File: src/rtl/video_timing.sv
// Raster timing generator: horizontal/vertical counters plus sync, visible
// and line/frame markers for one VGA mode (default 640x480@60).
// Every output is registered from the next-state counters, so all outputs
// line up with the counter values shown in the same cycle.
module video_timing #(
   parameter int H_VISIBLE  = 640,
   parameter int H_FRONT    = 16,
   parameter int H_SYNC     = 96,
   parameter int H_BACK     = 48,
   parameter int V_VISIBLE  = 480,
   parameter int V_FRONT    = 10,
   parameter int V_SYNC     = 2,
   parameter int V_BACK     = 33,
   parameter bit H_SYNC_POL = 1'b0,
   parameter bit V_SYNC_POL = 1'b0,
   parameter int CNT_W      = 10
) (
   input  logic             clk,
   input  logic             reset,
   input  logic             pixel_en_i,
   output logic [CNT_W-1:0] h_count_o,
   output logic [CNT_W-1:0] v_count_o,
   output logic             visible_o,
   output logic             hsync_o,
   output logic             vsync_o,
   output logic             line_start_o,
   output logic             frame_start_o
);

   localparam int H_TOTAL = H_VISIBLE + H_FRONT + H_SYNC + H_BACK;
   localparam int V_TOTAL = V_VISIBLE + V_FRONT + V_SYNC + V_BACK;

   // Inclusive bounds; a total may equal 2**CNT_W, so only "last" values are
   // guaranteed to fit in CNT_W bits.
   localparam logic [CNT_W-1:0] H_LAST     = CNT_W'(H_TOTAL - 1);
   localparam logic [CNT_W-1:0] V_LAST     = CNT_W'(V_TOTAL - 1);
   localparam logic [CNT_W-1:0] H_VIS_LAST = CNT_W'(H_VISIBLE - 1);
   localparam logic [CNT_W-1:0] V_VIS_LAST = CNT_W'(V_VISIBLE - 1);
   localparam logic [CNT_W-1:0] HS_FIRST   = CNT_W'(H_VISIBLE + H_FRONT);
   localparam logic [CNT_W-1:0] HS_LAST    = CNT_W'(H_VISIBLE + H_FRONT + H_SYNC - 1);
   localparam logic [CNT_W-1:0] VS_FIRST   = CNT_W'(V_VISIBLE + V_FRONT);
   localparam logic [CNT_W-1:0] VS_LAST    = CNT_W'(V_VISIBLE + V_FRONT + V_SYNC - 1);

   logic [CNT_W-1:0] h_q, h_d;
   logic [CNT_W-1:0] v_q, v_d;
   logic visible_q, visible_d;
   logic hsync_q, hsync_d;
   logic vsync_q, vsync_d;
   logic line_start_q, line_start_d;
   logic frame_start_q, frame_start_d;

   // Next counter position and the outputs decoded from it; reset wins.
   always_comb begin
      h_d = h_q;
      v_d = v_q;
      if (pixel_en_i) begin
         if (h_q == H_LAST) begin
            h_d = '0;
            v_d = (v_q == V_LAST) ? '0 : v_q + 1'b1;
         end else begin
            h_d = h_q + 1'b1;
         end
      end
      if (reset) begin
         h_d = H_LAST;
         v_d = V_LAST;
      end

      visible_d     = (h_d <= H_VIS_LAST) && (v_d <= V_VIS_LAST);
      hsync_d       = ((h_d >= HS_FIRST) && (h_d <= HS_LAST)) ? H_SYNC_POL : ~H_SYNC_POL;
      vsync_d       = ((v_d >= VS_FIRST) && (v_d <= VS_LAST)) ? V_SYNC_POL : ~V_SYNC_POL;
      line_start_d  = (h_d == '0);
      frame_start_d = (h_d == '0) && (v_d == '0);

      if (reset) begin
         visible_d     = 1'b0;
         hsync_d       = ~H_SYNC_POL;
         vsync_d       = ~V_SYNC_POL;
         line_start_d  = 1'b0;
         frame_start_d = 1'b0;
      end
   end

   // Counter and output registers; the decode above already handles hold.
   always_ff @(posedge clk) begin
      h_q           <= h_d;
      v_q           <= v_d;
      visible_q     <= visible_d;
      hsync_q       <= hsync_d;
      vsync_q       <= vsync_d;
      line_start_q  <= line_start_d;
      frame_start_q <= frame_start_d;
   end

   assign h_count_o     = h_q;
   assign v_count_o     = v_q;
   assign visible_o     = visible_q;
   assign hsync_o       = hsync_q;
   assign vsync_o       = vsync_q;
   assign line_start_o  = line_start_q;
   assign frame_start_o = frame_start_q;

endmodule

File: config.mk
export PLATFORM = sky130hd
export DESIGN_NAME = video_timing
export DESIGN_NICKNAME = d
export VERILOG_FILES = /design/src/rtl/video_timing.sv
export SDC_FILE = /design/constraint.sdc
export NUM_CORES = 1
export LEC_CHECK = 0
export CORE_UTILIZATION = 45
export CTS_CLUSTER_DIAMETER = 120
export DETAILED_ROUTE_END_ITERATION = 8
export HOLD_SLACK_MARGIN = 0.06
export PLACE_DENSITY_LB_ADDON = 0.15
export SLEW_MARGIN = 0
export SYNTH_ARGS = -nofsm -noshare
export SYNTH_HDL_FRONTEND = slang
export SYNTH_SLANG_ARGS = --single-unit
File: constraint.sdc
create_clock -name clk -period 3.3 [get_ports clk]
set_clock_uncertainty 0.1 [all_clocks]
set_input_delay 0.66 -clock clk [delete_from_list [all_inputs] [get_ports clk]]
set_output_delay 0.66 -clock clk [all_outputs]
set_load 0.03 [all_outputs]
Word level (Yosys, flattened, before mapping)

Index checks and enable logic that the tools add are counted.

Bits in registers: 25
Input port bits: 3

Reductions and logical operators: 6
Multiplexer cells: 9
Magnitude comparators: 6
Eq/ne operators: 2
Add/subtract/negate cells: 2

Operator list:

| cell                                                 | count |
|---|---|
| two-way mux 10 bit                                   | 7 |
| adder 10 x 1 -> 10 bit, second input constant        | 2 |
| equality test 10 bit, second input constant          | 2 |
| <= comparator 10 bit, second input constant          | 2 |
| <= comparator 10 x 9 -> 1 bit, second input constant | 2 |
| logical NOT 10 bit                                   | 2 |
| >= comparator 10 bit, second input constant          | 1 |
| >= comparator 10 x 9 -> 1 bit, second input constant | 1 |
| logical AND 1 bit                                    | 4 |
| two-way mux 1 bit                                    | 2 |

Depth between registers and ports, before layout

Depth in word-level cells: 8
Gate-level depth with buffers: 9

Worst setup path before layout

OpenSTA, ideal clock, no wires.

Path kind: flip-flop to flip-flop
Start: register h_q[0] (netlist: h_count_o[0])
End: register frame_start_q (netlist: frame_start_o)
Period minus slack after synthesis: 2.770 ns
Path buffers: 1
Library setup time: 0.061 ns
Slack: 0.530 ns
Arrival: 2.609 ns
Cell stages (with the launch flop): 9
Path through: dfxtp_1 > ha_1 > or4b_1 > buf_2 > nor3_4 > and3_1 > mux2_2 > and4b_1 > and4_1

Cells in the longest elaborated chain, start to end: 6
Elaborated cells on any way between the ends: 11
Those cells by class: 1 x add/sub; 1 x eq/ne; 6 x mux; 3 x reduce/logical

RTL lines:

| what                     | RTL line | RTL |
|---|---|---|
| start: declaration       | 44       | `logic [CNT_W-1:0] h_q, h_d;` |
| start signal: assignment | 86       | `h_q <= h_d;` |
| equality test 10 bit     | 57       | `if (h_q == H_LAST) begin` |
| two-way mux 10 bit       | 57       |  |
| two-way mux 10 bit       | 56       | `if (pixel_en_i) begin` |
| two-way mux 10 bit       | 64       | `if (reset) begin` |
| net v_d[7]               | 45       | `logic [CNT_W-1:0] v_q, v_d;` |
| logical NOT 10 bit       | 73       | `frame_start_d = (h_d == '0) && (v_d == '0);` |
| logical AND 1 bit        | 73       |  |
| end signal: assignment   | 92       | `frame_start_q <= frame_start_d;` |
| end: declaration         | 50       | `logic frame_start_q, frame_start_d;` |

The timed path passes the listed nets, and every way through them passes these cells.
A chain may end at the register's enable or synchronous reset.

Worst setup path in the final report

Start: register h_q[0] (netlist: h_count_o[0])
End: register visible_q (netlist: visible_o)

Cells in the longest elaborated chain, start to end: 6
Elaborated cells on any way between the ends: 11
Those cells by class: 1 x add/sub; 2 x order compare; 1 x eq/ne; 6 x mux; 1 x reduce/logical

RTL lines:

| what                                                                  | RTL line | RTL |
|---|---|---|
| adder 10 x 1 -> 10 bit or equality test 10 bit (tied branches)        | 61, 57   |  |
| two-way mux 10 bit                                                    | 57       |  |
| two-way mux 10 bit                                                    | 56       |  |
| two-way mux 10 bit                                                    | 64       |  |
| <= comparator 10 bit or <= comparator 10 x 9 -> 1 bit (tied branches) | 69       | `visible_d = (h_d <= H_VIS_LAST) && (v_d <= V_VIS_LAST);` |
| logical AND 1 bit (*)                                                 | 69       |  |
| end signal: assignment                                                | 88       | `visible_q <= visible_d;` |
| end: declaration                                                      | 46       | `logic visible_q, visible_d;` |

Mark *: on every way between the ends. The rest lies on a longest branch, timed or not.

==> out/metrics.cfg <==
[routing]
detail-route-antenna-nets=0
routed-via-count=1270
routedWlPerCell_um=14.1
first_pass_iters=4
drt_iter0_markers=46
post-route-drc-count=0
postRouteWirelength_um=3260
routed_via_density=5.50

[clock_network]
cts_buffers=3
cts.path.max_buffers=2
cts_tree=built
insertion_delay_ns=0.33
clkTransAtPathRegs_ns=0.13
hold_buffers=0
cts_setup_buffers=0
cts_resized=0
clock_sinks=25
cts_root_buffer=clkbuf_4
cts.htree.levels=1

[worst_setup_path]
cp-end-kind=register
crit_type=register to register
cp-start-kind=register
max_stage_delay_ns=0.60
worstPathCellList=ha_1 > or4b_1 > or3_1 > nor3_4 > xnor2_1 > nor4b_2 > nor4_1
arrival_ns=2.98
cpMaxStageDelayCell=or4b_1
critical_path_buf_inv_count=0
regToRegStartpoint=h_count_o[0]$_DFF_P_
critPathTopFamily=simple AND/OR/NAND/NOR gates
worst-path-max-fanout=7
worstPathRequired_ns=3.44
startpoint=h_count_o[0]$_DFF_P_

[timing]
min_period_ns=2.84
max_freq_ghz=0.352
setup_violations=0
tightest_slew_ns=0.518
relSlewSlack_pct=65.0
slew_violations=0
rsz0062_at_grt=false
hold_viol_final=0
fin_tns_setup_ns=0
hold_ws_ns=0.502
worst_slack_ns=0.463
period_share_pct=86.0

[synthesis]
synth_top_family_by_area=simple AND/OR/NAND/NOR gates
synth-compound-area-share_pct=15.8
syn_inst=160
synth_edf_count=0
syn_avg_cell_area_um2=8.89
synthTopCellsByCount=dfxtp_1 (25), nor2_1 (11), nand2_1 (9)
syn-num-nets=166
synth_cell_types=49
async_flop_share_pct=0
synthSimpleGateAreaFrac_pct=31.7
yosys-top-cells-area=dfxtp_1 (35%), xnor2_1 (3.7%), nand4_1 (3.5%)
synth-xor-area-share_pct=6.77
synthAdderAreaFrac_pct=2.64
yosysWarnings=0
synth.cell_area_mm2=0.00142
synth.most_common_cell=dfxtp_1
synth-seq-area-share_pct=35.2
synth-seq-cells=25
synth_flop_cell=dfxtp_1
synth_mux_area_share_pct=2.99
synth_top_cell_area_share_pct=35.2
yosysTopAreaCell=dfxtp_1

[global_routing]
grt_pass1_vias=1254
grt_pass1_wl_um=5530
antenna_found_initial=0
grtUsageTotal_pct=21.3
overflow=0
grt_max_degree=16

[floorplanning]
start_util_pct=47.0
num_io_pins=28
fp.dieH_um=58.2
die_area_mm2=0.00339
rows=20
core_area_mm2=0.00303
fp.dieW_um=58.2

[status]
outcome=finished, final reports clean

[place]
port_buffers=27
dp_slack_ns=0.193
dp_hpwl_um=2490
place_congestion=0.897
placed_cell_area_mm2=0.00173

[job]
cap_violations=0

[pwr]
p_leak_nw=0.654
vdd_drop_max_uv=187
p_total_mw=0.808
power_density_mw_per_mm2=458

[layout]
final_area_mm2=0.00176
drive_gt1_share_pct=9.63
nFillCells=311
area_delta_synth_final_pct=24.0
diodes=0
nNetsFinal=194

[min_path]
min-delay-start=h_count_o[7]$_DFF_P_
hold_class=register to register

[report_power, final]
part / total [mW] / switching, mW / internal, mW
clock network: 0.139 / 0.0925 / 0.0464
registers: 0.367 / 0.0408 / 0.326
logic: 0.302 / 0.177 / 0.125
total: 0.808 / 0.311 / 0.497
[placed cells by master, fill, tap and decap left out, types with 5 or more instances in the layout]
master	n
a21oi_1	5
and3_1	5
buf_4	5
clkdlybuf4s50_1	27
dfxtp_1	25
inv_1	5
nand2_1	9
nand3_1	5
nand4_1	8
nor2_1	11
nor3_1	8
o21ai_0	5
xnor2_1	6
xor2_1	5
[cell families (layout without fill, tap and decap cells)]
family,after synthesis,in the layout
buffers and inverters,14,41
AO/OA/AOI/OAI,31,31
multiplexers,4,4
AND/OR/NAND/NOR,72,72
XOR/XNOR,11,11
adder cells (fa/ha/maj),3,3
flip-flops,25,25
[through the flow]
step,std cells,utilization [%]
after global placement,227,57.3
after floorplan,160,-
after detailed placement,227,57.3
after global routing,231,58.3
after CTS,231,58.3
final,231,58.3
[cell type report]
type / count / area, um^2 / share of cell area (%)
multi-input cells: 121 / 852 / 48.3
clock inverters: 1 / 7.51 / 0.426
well taps: 44 / 55.1 / 3.12
inverters: 5 / 18.8 / 1.06
clock buffers: 3 / 22.5 / 1.28
flip-flops and latches: 25 / 500 / 28.4
repair buffers: 32 / 308 / 17.4
[layer usage]
layer,GRT usage [%],wire [um]
met1,26.0,1470
met5,0,0
met2,36.5,1640
met4,11.2,70
met3,2.68,82
[worst paths after layout]
| kind | slack (ns) | endpoint | cells past startpoint |
|---|---|---|---|
| max | 0.46 | visible_o$_SDFF_PP0_ | 7 |
| min | 0.50 | h_count_o[7]$_DFF_P_ | 2 |
| max reg2reg | 0.46 | visible_o$_SDFF_PP0_ | 7 |
| min reg2reg | 0.50 | h_count_o[7]$_DFF_P_ | 2 |
[state kept, by name, indices dropped and copies added, names as in the netlist]
register and cells:
line_start_o 1, frame_start_o 1, vsync_o 1, visible_o 1
h_count_o 10, hsync_o 1, v_count_o 10
[worst register-to-register path, cell delays in order, from the launching register on]
cell and delay (ns):
dfxtp_1 0.44, ha_1 0.23, or4b_1 0.60, or3_1 0.56
nor3_4 0.28, xnor2_1 0.20, nor4b_2 0.08, nor4_1 0.25
Power figures use the tool's default switching activity.
